## config.mk

```make
export PLATFORM = sky130hd
export DESIGN_NAME = wb_arbiter
export DESIGN_NICKNAME = d
export VERILOG_FILES = /design/src/rtl/wb_arbiter.sv
export SDC_FILE = /design/constraint.sdc
export NUM_CORES = 1
export LEC_CHECK = 0
export CORE_MARGIN = 2
export CORE_UTILIZATION = 40
export CTS_CLUSTER_SIZE = 25
export DETAILED_ROUTE_END_ITERATION = 12
export PLACE_DENSITY = 0.68
export SYNTH_ARGS = -nofsm -noshare
export SYNTH_HDL_FRONTEND = slang
export SYNTH_SLANG_ARGS = --single-unit
```

## constraint.sdc

```tcl
create_clock -name clk -period 3.9 [get_ports clk]
set_clock_uncertainty 0.2 [all_clocks]
set_input_delay 1.17 -clock clk [delete_from_list [all_inputs] [get_ports clk]]
set_output_delay 1.17 -clock clk [all_outputs]
set_load 0.03 [all_outputs]
```

## src/rtl/wb_arbiter.sv

```systemverilog
// Register-file writeback arbiter: the pipeline shares one write port with a 2-deep multicycle result FIFO.
// Optional macro WB_ARB_PORT_EN adds an output-port register that is loaded by pipeline port writes.
module wb_arbiter #(
  parameter int unsigned STARVE_LIMIT = 4
) (
  input  logic        clk,
  input  logic        rst_n,
  input  logic        p_valid,
  input  logic [2:0]  p_rd,
  input  logic [15:0] p_data,
  input  logic        p_port_write,
  input  logic        m_valid,
  output logic        m_ready,
  input  logic [2:0]  m_rd,
  input  logic [15:0] m_data,
  output logic        rf_we,
  output logic [2:0]  rf_waddr,
  output logic [15:0] rf_wdata,
  output logic [15:0] out_port,
  output logic        stall_req,
  output logic        err_collision
);

  typedef enum logic [0:0] {
    ST_NORMAL = 1'b0,
    ST_STALL  = 1'b1
  } state_t;

  localparam logic [3:0] LIMIT = 4'(STARVE_LIMIT);

  state_t      state_q, state_d;
  logic [2:0]  fifo_rd_q   [2];
  logic [15:0] fifo_data_q [2];
  logic        rd_ptr_q, wr_ptr_q;
  logic [1:0]  count_q, count_d;
  logic [3:0]  starve_q, starve_d;
  logic        rf_we_q, rf_we_d;
  logic [2:0]  rf_waddr_q, rf_waddr_d;
  logic [15:0] rf_wdata_q, rf_wdata_d;
  logic        stall_req_q, stall_req_d;
  logic        err_q, err_d;
  logic        fifo_ne_s, push_s, pop_s, p_grant_s, port_wr_s;

`ifdef WB_ARB_PORT_EN
  logic [15:0] out_port_q, out_port_d;
  assign port_wr_s = p_port_write;
  assign out_port  = out_port_q;
`else
  logic unused_port_write_s;
  assign unused_port_write_s = p_port_write;
  assign port_wr_s = 1'b0;
  assign out_port  = 16'h0000;
`endif

  // The FIFO stops accepting only when full; reset forces it to refuse.
  assign m_ready       = rst_n && (count_q < 2'd2);
  assign rf_we         = rf_we_q;
  assign rf_waddr      = rf_waddr_q;
  assign rf_wdata      = rf_wdata_q;
  assign stall_req     = stall_req_q;
  assign err_collision = err_q;

  // Grant selection, FIFO bookkeeping, starvation tracking and next output values.
  always_comb begin
    fifo_ne_s = (count_q != 2'd0);
    push_s    = m_valid && m_ready;
    // Grant decisions use the pre-push count, so a fresh entry waits one cycle.
    pop_s     = (state_q == ST_STALL) ? fifo_ne_s : (!p_valid && fifo_ne_s);
    p_grant_s = p_valid && (state_q == ST_NORMAL);

    case ({push_s, pop_s})
      2'b10:   count_d = count_q + 2'd1;
      2'b01:   count_d = count_q - 2'd1;
      default: count_d = count_q;
    endcase

    starve_d = starve_q;
    state_d  = state_q;
    if (pop_s) begin
      starve_d = 4'd0;
      state_d  = ST_NORMAL;
    end else if ((state_q == ST_NORMAL) && p_valid && fifo_ne_s) begin
      if (starve_q < LIMIT) begin
        starve_d = starve_q + 4'd1;
      end else begin
        starve_d = starve_q;
      end
      if (starve_d >= LIMIT) begin
        state_d = ST_STALL;
      end else begin
        state_d = ST_NORMAL;
      end
    end else begin
      starve_d = starve_q;
    end

    rf_we_d    = 1'b0;
    rf_waddr_d = rf_waddr_q;
    rf_wdata_d = rf_wdata_q;
    if (pop_s) begin
      rf_we_d    = 1'b1;
      rf_waddr_d = fifo_rd_q[rd_ptr_q];
      rf_wdata_d = fifo_data_q[rd_ptr_q];
    end else if (p_grant_s && !port_wr_s) begin
      rf_we_d    = 1'b1;
      rf_waddr_d = p_rd;
      rf_wdata_d = p_data;
    end else begin
      rf_we_d = 1'b0;
    end

`ifdef WB_ARB_PORT_EN
    if (p_grant_s && port_wr_s) begin
      out_port_d = p_data;
    end else begin
      out_port_d = out_port_q;
    end
`endif

    stall_req_d = (state_d == ST_STALL);
    err_d       = err_q || ((state_q == ST_STALL) && p_valid);
  end

  // All state and registered outputs; reset discards queued results and any pending grant.
  always_ff @(posedge clk) begin
    if (!rst_n) begin
      state_q        <= ST_NORMAL;
      fifo_rd_q[0]   <= 3'd0;
      fifo_rd_q[1]   <= 3'd0;
      fifo_data_q[0] <= 16'h0000;
      fifo_data_q[1] <= 16'h0000;
      rd_ptr_q       <= 1'b0;
      wr_ptr_q       <= 1'b0;
      count_q        <= 2'd0;
      starve_q       <= 4'd0;
      rf_we_q        <= 1'b0;
      rf_waddr_q     <= 3'd0;
      rf_wdata_q     <= 16'h0000;
      stall_req_q    <= 1'b0;
      err_q          <= 1'b0;
`ifdef WB_ARB_PORT_EN
      out_port_q     <= 16'h0000;
`endif
    end else begin
      if (push_s) begin
        fifo_rd_q[wr_ptr_q]   <= m_rd;
        fifo_data_q[wr_ptr_q] <= m_data;
        wr_ptr_q              <= ~wr_ptr_q;
      end
      if (pop_s) begin
        rd_ptr_q <= ~rd_ptr_q;
      end
      state_q     <= state_d;
      count_q     <= count_d;
      starve_q    <= starve_d;
      rf_we_q     <= rf_we_d;
      rf_waddr_q  <= rf_waddr_d;
      rf_wdata_q  <= rf_wdata_d;
      stall_req_q <= stall_req_d;
      err_q       <= err_d;
`ifdef WB_ARB_PORT_EN
      out_port_q  <= out_port_d;
`endif
    end
  end

endmodule

```

== After elaboration in Yosys (flattened, before gate mapping) ==
Memory sizes are Yosys's and may differ from the RTL's. A register that Yosys moved wholly into a read port is not among the register bits.
Index checks and enable logic that the tools add are counted.
Cells by class
  $add $sub $neg: 3
  magnitude comparators: 3
  equality and inequality tests: 2
  multiplexer cells: 26
  bitwise operators: 4
  reductions and logical operators: 14
Operators by type and width (count)
  2-to-1 mux 16 bit: 3
  2-to-1 mux 1 bit: 16
  OR reduction 16 bit: 1
  2-to-1 mux 4 bit: 3
  2-to-1 mux 3 bit: 3
  logical AND 1 bit: 6
  nonzero test 2 bit: 3
  adder 4 x 1 -> 4 bit, second input constant: 1
  >= comparator 4 x 3 -> 1 bit, second input constant: 1
  less-than comparator 4 x 3 -> 1 bit, second input constant: 1
  inverter 1 bit: 4
  case mux 2 bit (2 select lines): 1
  OR reduction 3 bit: 1
  adder 2 x 1 -> 2 bit, second input constant: 1
  == test 2 x 1 -> 1 bit, second input constant: 1
  == test 2 bit, second input constant: 1
  less-than comparator 2 bit, second input constant: 1
  OR reduction 2 bit: 1
  subtractor 2 x 1 -> 2 bit, second input constant: 1
  zero test 1 bit: 1
  logical OR 1 bit: 1
Storage, ports and cells
  flip-flop bits (word level): 30
  RAM bits: 38
  input port bits: 43
  output and inout bits: 39
  memories: 2
Memories
  fifo_data_q: depth 2, bits a word 16, read ports 1, clocked after memory_dff 1, write ports 2, line 33  | logic [15:0] fifo_data_q [2];
  fifo_rd_q: depth 2, bits a word 3, read ports 1, clocked after memory_dff 1, write ports 2, line 32  | logic [2:0] fifo_rd_q [2];

== Logic depth before layout (Yosys ltp) ==
Gate-level depths: netlist of the first run.
  depth in word-level cells: 8
  mapped depth: 7

== Worst setup path before layout of the first run ==
OpenSTA, ideal clock, no wires.
  path kind: in2reg
  from: in rst_n
  to: mem fifo_data_q[0][0] (enable)
  library setup time: 421 ps
  arrival: 2790 ps
  required time: 3279 ps
  slack: 489 ps
  stages: 3
  path buffers: 1
  cell sequence: clkbuf_8 nand3b_4 o21ai_0
RTL lines
  start: declaration: line 7  | input logic rst_n,
  end: declaration: line 33

== Final worst setup path of the first run ==
  from: in rst_n
  to: out m_ready
On the way
  cells in the longest elaborated chain, start to end: 1
Ends and longest elaborated chain
  logical AND 1 bit: line 56  | assign m_ready = rst_n && (count_q < 2'd2);
  end: declaration: line 13  | output logic m_ready,
No other way between the ends.

==> results summary, run 1 <==
The global-route wire length before repair is 10300 µm. Derived from the worst setup path, the maximum achievable clock frequency is 296 MHz. STA classifies the critical path startpoint as an input pin. The clock buffer count from CTS is 9. The top cell types in the final layout, fill and taps aside, are sky130_fd_sc_hd__clkdlybuf4s50_1 (63), sky130_fd_sc_hd__and2_1 (38), sky130_fd_sc_hd__edfxtp_1 (38). Setup repair after global routing left no endpoint under its margin. The required time of the critical path came out at 2.53 ns. The number of H-tree branching levels came out at 3. The max-slew violation count came to 0. For the worst setup path, the data arrival time is 2.01 ns. The area occupied by registers came out at 1760 µm².

In the finished design, the share of the clock period the worst path needs comes to 0.867. The total buffers and inverters traversed by the critical path is 2. For the pin with the worst max-slew slack, the measured transition is 1.14 ns.

The post-layout instance area is 3930 µm². The sequential fraction of the synthesis area is 0.565. The number of global-route vias before repair came to 2037. The number of antenna cells inserted is 0. The routed design has 6540 µm of wire. The yosys synthesis warning count is 0. In the final layout, the share of cells above drive strength 1 is 0.105. The iteration count of the initial detailed-routing pass came out at 4. The post-route antenna net violation count came out at 0. The cell area power density came out at 591 nW/µm². Summing all multi-input logic gate instances after layout gives 1150 µm². The critical path goes through clkdlybuf4s50_1 -> nor2b_1 -> buf_4. For this design the static power due to leakage is 0.00148 µW. The tightest min-delay check is of the reg -> reg type. The final design utilization is 0.514.

The number of cells on the worst hold path came out at 2. Port buffering added 64 buffers. The startpoint identified for the worst register-to-register timing path is count_q[0]$_SDFFE_PN0P_. The routability congestion estimate is 0.708. The total negative slack for setup checks came out at 0 ns. Of all nets on the critical path, the largest fanout is 2. In the post-synthesis netlist, the biggest area contributors are sky130_fd_sc_hd__edfxtp_1 (37%), sky130_fd_sc_hd__dfxtp_1 (20%), sky130_fd_sc_hd__and2_1 (7.6%). Summed over all instances, the cell type with the most area after synthesis is sky130_fd_sc_hd__edfxtp_1. The count of state elements after synthesis is 69. The die outline area is 8520 µm².

The number of DRC markers after the initial detailed-route iteration came out at 71. The die outline width is 92.3 µm. After floorplanning, the core was sized to cover 7650 µm². The flow ran to the end, and the final reports show no timing, DRC or antenna violations. The synthesized area per cell is 11.7 µm².

The number of antenna violations at the first check in global routing came out at 0. The final setup violation count came out at 0. The master cell of the clock root buffer is sky130_fd_sc_hd__clkbuf_8. The number of stages on the worst setup path is 3. Detailed routing inserted a total of 2117 vias.

Clock tree synthesis found a total of 69 sinks. The number of DRC violations after detailed routing is 0. The top-level I/O count came out at 82. In the global route stage, overall resource usage came out at 0.160.

The largest net degree at the start of global routing came out at 26. The die outline height is 92.3 µm. The clock transition time at the flip-flop clock pins of the worst setup and hold paths came out at 0.07 ns. The clock passes through at most 2 buffers. For hold timing, the worst endpoint is starve_q[3]$_SDFFE_PP0P_. Synthesis instantiated 39 different standard cells from the library. The HPWL reported at the end of detailed placement came out at 4210 µm.

The initial standard-cell utilization of the core is 0.408. The final layout contains 373 nets. The total of max-cap violations is 0. The tightest slew margin relative to the limit is 0.238.

The beginning of the worst hold path is starve_q[3]$_SDFFE_PP0P_. The post-route total power came out at 2320 µW. The commonest non-fill, non-tap cell in the layout is sky130_fd_sc_hd__clkdlybuf4s50_1.

The area added between synthesis and finish is 26.1%. The total standard cell area after synthesis came out at 3120 µm². The clock latency of the later-clocked register in the worst-skew pair is 0.34 ns.

The wire length per cell is 15.1 µm. The area fraction of the dominant cell type after synthesis came out at 0.366. Among cell families on the critical path, the largest total delay comes from buffers and inverters.

The number of hold buffers added after CTS was 0. The type of the worst setup path is in -> out. The cell area after placement is 3750 µm². The floorplan has 32 rows. The post-synthesis instance total is 267. The number of cell instances on the worst register-to-register path came out at 3.

The number of vias per cell came out at 4.88. The kind of end point of the critical path is a primary output. The setup slack of the most critical reg-to-reg path came out at 1.37 ns.

The number of endpoints with negative hold slack in the final report was 0. IR analysis of the VDD net gives a maximum drop of 193 µV. The clock tree from TritonCTS is done. The largest stage delay on the critical path came out at 0.47 ns. The filler cells instantiated in the layout total 693. The worst register-to-register path ends at rf_wdata[5]$_SDFFE_PN0P_. The critical-path cell with the highest stage delay is sky130_fd_sc_hd__clkdlybuf4s50_1. The global route total overflow is 0. The number of buffers added for setup after CTS is 0. The post-cts resize count is 0.

The final critical-path required period is 3.38 ns.
==> cells by family after synthesis <==
family | Yosys count | synth area share
AO/OA/AOI/OAI | 52 | 0.112
XOR/XNOR | 3 | 0.00843
adder cells (fa/ha/maj) | 2 | 0.00802
buffers and inverters | 36 | 0.0855
flip-flops | 69 | 0.565
multiplexers | 19 | 0.0610
other | 1 | 0.00120
AND/OR/NAND/NOR | 85 | 0.159
==> cells in the mapped netlist (all sizes together) <==
cell type / instances
a21oi: 25
nor2b: 3
xnor2: 2
a22o: 19
mux2i: 19
or2: 2
inv: 2
and2: 39
o21ai: 4
nand2: 4
buf: 27
nor2: 11
xor2: 1
or3: 2
nor3: 19
a31oi: 1
dfxtp: 31
o22ai: 2
and3: 1
nand3b: 2
clkbuf: 7
ha: 2
conb: 1
o211ai: 1
nand2b: 2
edfxtp: 38
==> worst min-delay path: stages (launching register included) <==
cell and delay [ns]:
sky130_fd_sc_hd__dfxtp_1 0.31, sky130_fd_sc_hd__inv_1 0.07, sky130_fd_sc_hd__nor2_1 0.05
==> worst max-delay path by stage <==
| stage | start | end | slack [ns] |
|---|---|---|---|
| floorplan | rst_n | fifo_data_q[0][0]$_SDFFCE_PN0P_ | 0.49 |
| global placement | rst_n | m_ready | 0.49 |
| detailed placement | rst_n | m_ready | 0.51 |
| CTS | rst_n | m_ready | 0.50 |
| global route | rst_n | m_ready | 0.45 |
| finish | rst_n | m_ready | 0.52 |
==> routing by layer <==
metal	vias to the layer above	global-route usage	wire length, µm	part of all wire
li1	1040	-	-	-
met1	1021	0.185	2870	0.44
met2	46	0.286	3330	0.51
met3	10	0.0277	208	0.032
met4	0	0.0746	134	0.020
met5	-	0	0	0
==> where the power goes <==
group | switching (µW) | total, µW | internal [µW]
clock network | 252 | 559 | 307
registers | 107 | 1000 | 895
logic | 418 | 763 | 345
total | 777 | 2320 | 1550
==> sequential cells by signal, summed over array words and instances (netlist names), named ones only <==
register	flops
count_q	2
fifo_rd_q	6
starve_q	3
rf_we	1
rf_wdata	16
err_collision	1
rf_waddr	3
rd_ptr_q	1
stall_req	1
wr_ptr_q	1
fifo_data_q	32
==> area by class of cell <==
| type | count | share of cell area |
|---|---|---|
| Clock buffer | 12 | 0.0369 |
| Timing Repair Buffer | 69 | 0.178 |
| Multi-Input combinational cell | 177 | 0.292 |
| Clock inverter | 3 | 0.00987 |
| Inverter | 2 | 0.00191 |
| Sequential cell | 69 | 0.448 |
| Tap cell | 102 | 0.0325 |
==> stage by stage <==
step | cells | setup WS [ns] | hold WS, ns
final | 434 | 0.518 | 0.272
after global routing | 434 | 0.453 | 0.298
after CTS | 434 | 0.502 | 0.270
after detailed placement | 419 | 0.509 | 0.258
after global placement | 419 | 0.491 | 0.232
after floorplan | 282 | 0.489 | 0.225
Power figures use the tool's default switching activity.
==> inputs of run 2 (changes only) <==
- CORE_MARGIN: 2 -> not set
- CTS_CLUSTER_SIZE: 25 -> not set
==> run 2 against run 1 <==
Final cell count unchanged. Wire length is 1.6% lower. Combinational power decreased by 1%. Setup slack lost 0.020 ns. Critical path depth did not move. Sequential power hardly changed. Clock-buffer cell count is 2 higher. Clock power shrank 7.2%.
==> results summary, run 2 (synthesis gave the netlist of run 1 again) <==
Result of the run: finished, final reports clean (unchanged). The worst hold path endpoint was starve_q[3]$_SDFFE_PP0P_ (unchanged). The timing startpoint of the critical path is rst_n (unchanged). The post-route antenna net violation count came out at 0 (unchanged).

The required time of the critical path is 2.53 ns (about the same). The clock buffer count from CTS is 9 (unchanged). The worst path arrival time came out at 2.03 ns (was 2.01 ns).

The total negative slack for setup checks came out at 0 ns (unchanged). The maximum number of buffers from clock root to sink came out at 2 (unchanged). RSZ-0062 raised after global routing: false (unchanged). The maximum fanout along the worst path was 2 (unchanged).

The share of final-layout standard cells stronger than drive strength 1 came to 0.113 (was 0.105). The worst-case setup slack after placement came out at 0.478 ns (was 0.509 ns). The cell area power density came out at 583 nW/µm² (was 591 nW/µm²).

The worst reg2reg path endpoint is rf_wdata[5]$_SDFFE_PN0P_ (unchanged). The beginning of the worst hold path is starve_q[3]$_SDFFE_PP0P_ (unchanged). The number of port buffers came out at 64 (unchanged). The die outline height came out at 90.3 µm (was 92.3 µm).

The start of the worst register-to-register path is count_q[0]$_SDFFE_PN0P_ (unchanged). The global route total overflow came out at 0 (unchanged). The worst-case setup margin in the final layout is 0.497 ns (was 0.518 ns). The post-layout instance area came out at 3910 µm² (was 3930 µm²).

The clock transition time at the flip-flop clock pins of the worst setup and hold paths came out at 0.07 ns (about the same). The number of endpoints with negative hold slack in the final report is 0 (unchanged). The achievable clock frequency is 294 MHz (was 296 MHz). The placeable core region came out at 7410 µm² (was 7650 µm²). The cell area after placement came out at 3730 µm² (was 3750 µm²).

The number of H-tree branching levels is 3 (unchanged). The nature of the critical path startpoint is an input pin (unchanged). The initial standard-cell utilization of the core is 0.421 (was 0.408). The number of antenna violations at the first check in global routing came out at 0 (unchanged). The tightest slew margin relative to the limit came out at 0.215 (was 0.238). The worst IR drop on VDD was 233 µV (was 193 µV). The final critical-path required period was 3.40 ns (was 3.38 ns). The iteration count of the initial detailed-routing pass came out at 4 (unchanged).

The number of global-route vias before repair is 2138 (was 2037). The register ranked first by flip-flop count is fifo_data_q (unchanged). The tightest hold margin came out at 0.255 ns (was 0.272 ns).

The final setup violation count came out at 0 (unchanged). The master cell of the clock root buffer is sky130_fd_sc_hd__clkbuf_8 (unchanged). The commonest non-fill, non-tap cell in the layout is sky130_fd_sc_hd__clkdlybuf4s50_1 (unchanged). The final-layout fill cell count came out at 689 (was 693).

The global-route wire length before repair is 10500 µm (was 10300 µm). The actual slew at the worst max-slew pin came out at 1.18 ns (was 1.14 ns). The post-cts resize count came out at 0 (unchanged). The number of buffers added for setup after CTS came out at 0 (unchanged). The area added between synthesis and finish is 25.3% (was 26.1%). The number of DRC violations after detailed routing is 0 (unchanged). The top-level I/O count is 82 (unchanged). The total of max-cap violations came out at 0 (unchanged). The number of DRC markers after the initial detailed-route iteration is 70 (was 71). The overall fraction of global-route tracks in use came out at 0.166 (was 0.160). The die outline width came out at 90.3 µm (was 92.3 µm). The net total in the final layout is 375 (was 373).

Most used cells in the layout excluding fill and tap cells: sky130_fd_sc_hd__clkdlybuf4s50_1 (63), sky130_fd_sc_hd__and2_1 (38), sky130_fd_sc_hd__edfxtp_1 (38) (unchanged). The number of flip-flops under the largest register name is 32 (unchanged). The HPWL reported at the end of detailed placement is 4140 µm (was 4210 µm). The max-slew violation count came to 0 (unchanged). The largest net degree at the start of global routing came out at 26 (unchanged). The number of antenna cells inserted is 0 (unchanged). The routability congestion estimate came out at 0.736 (was 0.708). The final design utilization is 0.527 (was 0.514). The kind of end point of the critical path is a primary output (unchanged). The type of the worst setup path is in -> out (unchanged).

The wire length per cell is 14.8 µm (was 15.1 µm). The total wire length is 6440 µm (was 6540 µm). The placement row count came out at 31 (was 32). The number of vias per cell is 4.85 (was 4.88).

The period utilization is 0.872 (was 0.867). The clock tree from TritonCTS is done (unchanged). The number of cells on the worst hold path came to 2 (unchanged).

The total number of vias was 2103 (was 2117). The die outline area came out at 8150 µm² (was 8520 µm²). The clock latency of the later-clocked register in the worst-skew pair is 0.33 ns (was 0.34 ns). The number of buffers inserted by hold repair at cts is 0 (unchanged). The setup slack of the most critical reg-to-reg path is 1.42 ns (was 1.37 ns). The type of the worst min-delay path is reg -> reg (unchanged). The static leakage came to 0.00148 µW (about the same). The number of cell instances on the worst register-to-register path is 3 (unchanged). The clock sink total was 69 (unchanged).
run 2: worst max-delay path: stages:
cell	delay, ns
sky130_fd_sc_hd__clkdlybuf4s50_1	0.47
sky130_fd_sc_hd__nor2b_1	0.20
sky130_fd_sc_hd__buf_4	0.19
run 2: metal layers:
layer | share of wire | GRT usage
met1 | 0.46 | 0.207
met4 | 0.011 | 0.0605
met5 | 0 | 0
met2 | 0.50 | 0.287
met3 | 0.030 | 0.0286
run 2: worst max path at each step:
stage	endpoint	slack [ns]	cells past startpoint
final	m_ready	0.50	3
after global routing	m_ready	0.43	3
after CTS	m_ready	0.48	3
after detailed placement	m_ready	0.48	3
after global placement	m_ready	0.47	3
after floorplan	fifo_data_q[0][0]$_SDFFCE_PN0P_	0.49	3
run 2: area by class of cell:
class / count / area, µm² / area share
timing repair buffer: 71 / 691 / 0.177
inverter: 2 / 7.51 / 0.00192
multi-input combinational: 177 / 1150 / 0.294
tap: 99 / 124 / 0.0317
clock inverter: 2 / 10.0 / 0.00256
clock buffer: 14 / 163 / 0.0416
sequential: 69 / 1760 / 0.451
run 2: through the flow:
step           std cells  power (µW)
6_report             434        2280
5_1_grt              434        2400
4_1_cts              434        2290
3_5_place_dp         418        1780
3_3_place_gp         418        1760
2_1_floorplan        282        1560
run 2: power breakdown:
group          switching [µW]  internal, µW  leakage [µW]
Clock                     254           265     0.0000905
Sequential                110           895      0.000653
Combinational             411           342      0.000736
Total                     775          1500       0.00148
==> inputs of run 3 (changes only) <==
- CTS_CLUSTER_DIAMETER: not set -> 60
==> results of run 3 <==
The final DEF is identical to that of run 2; final timing and power are the same.
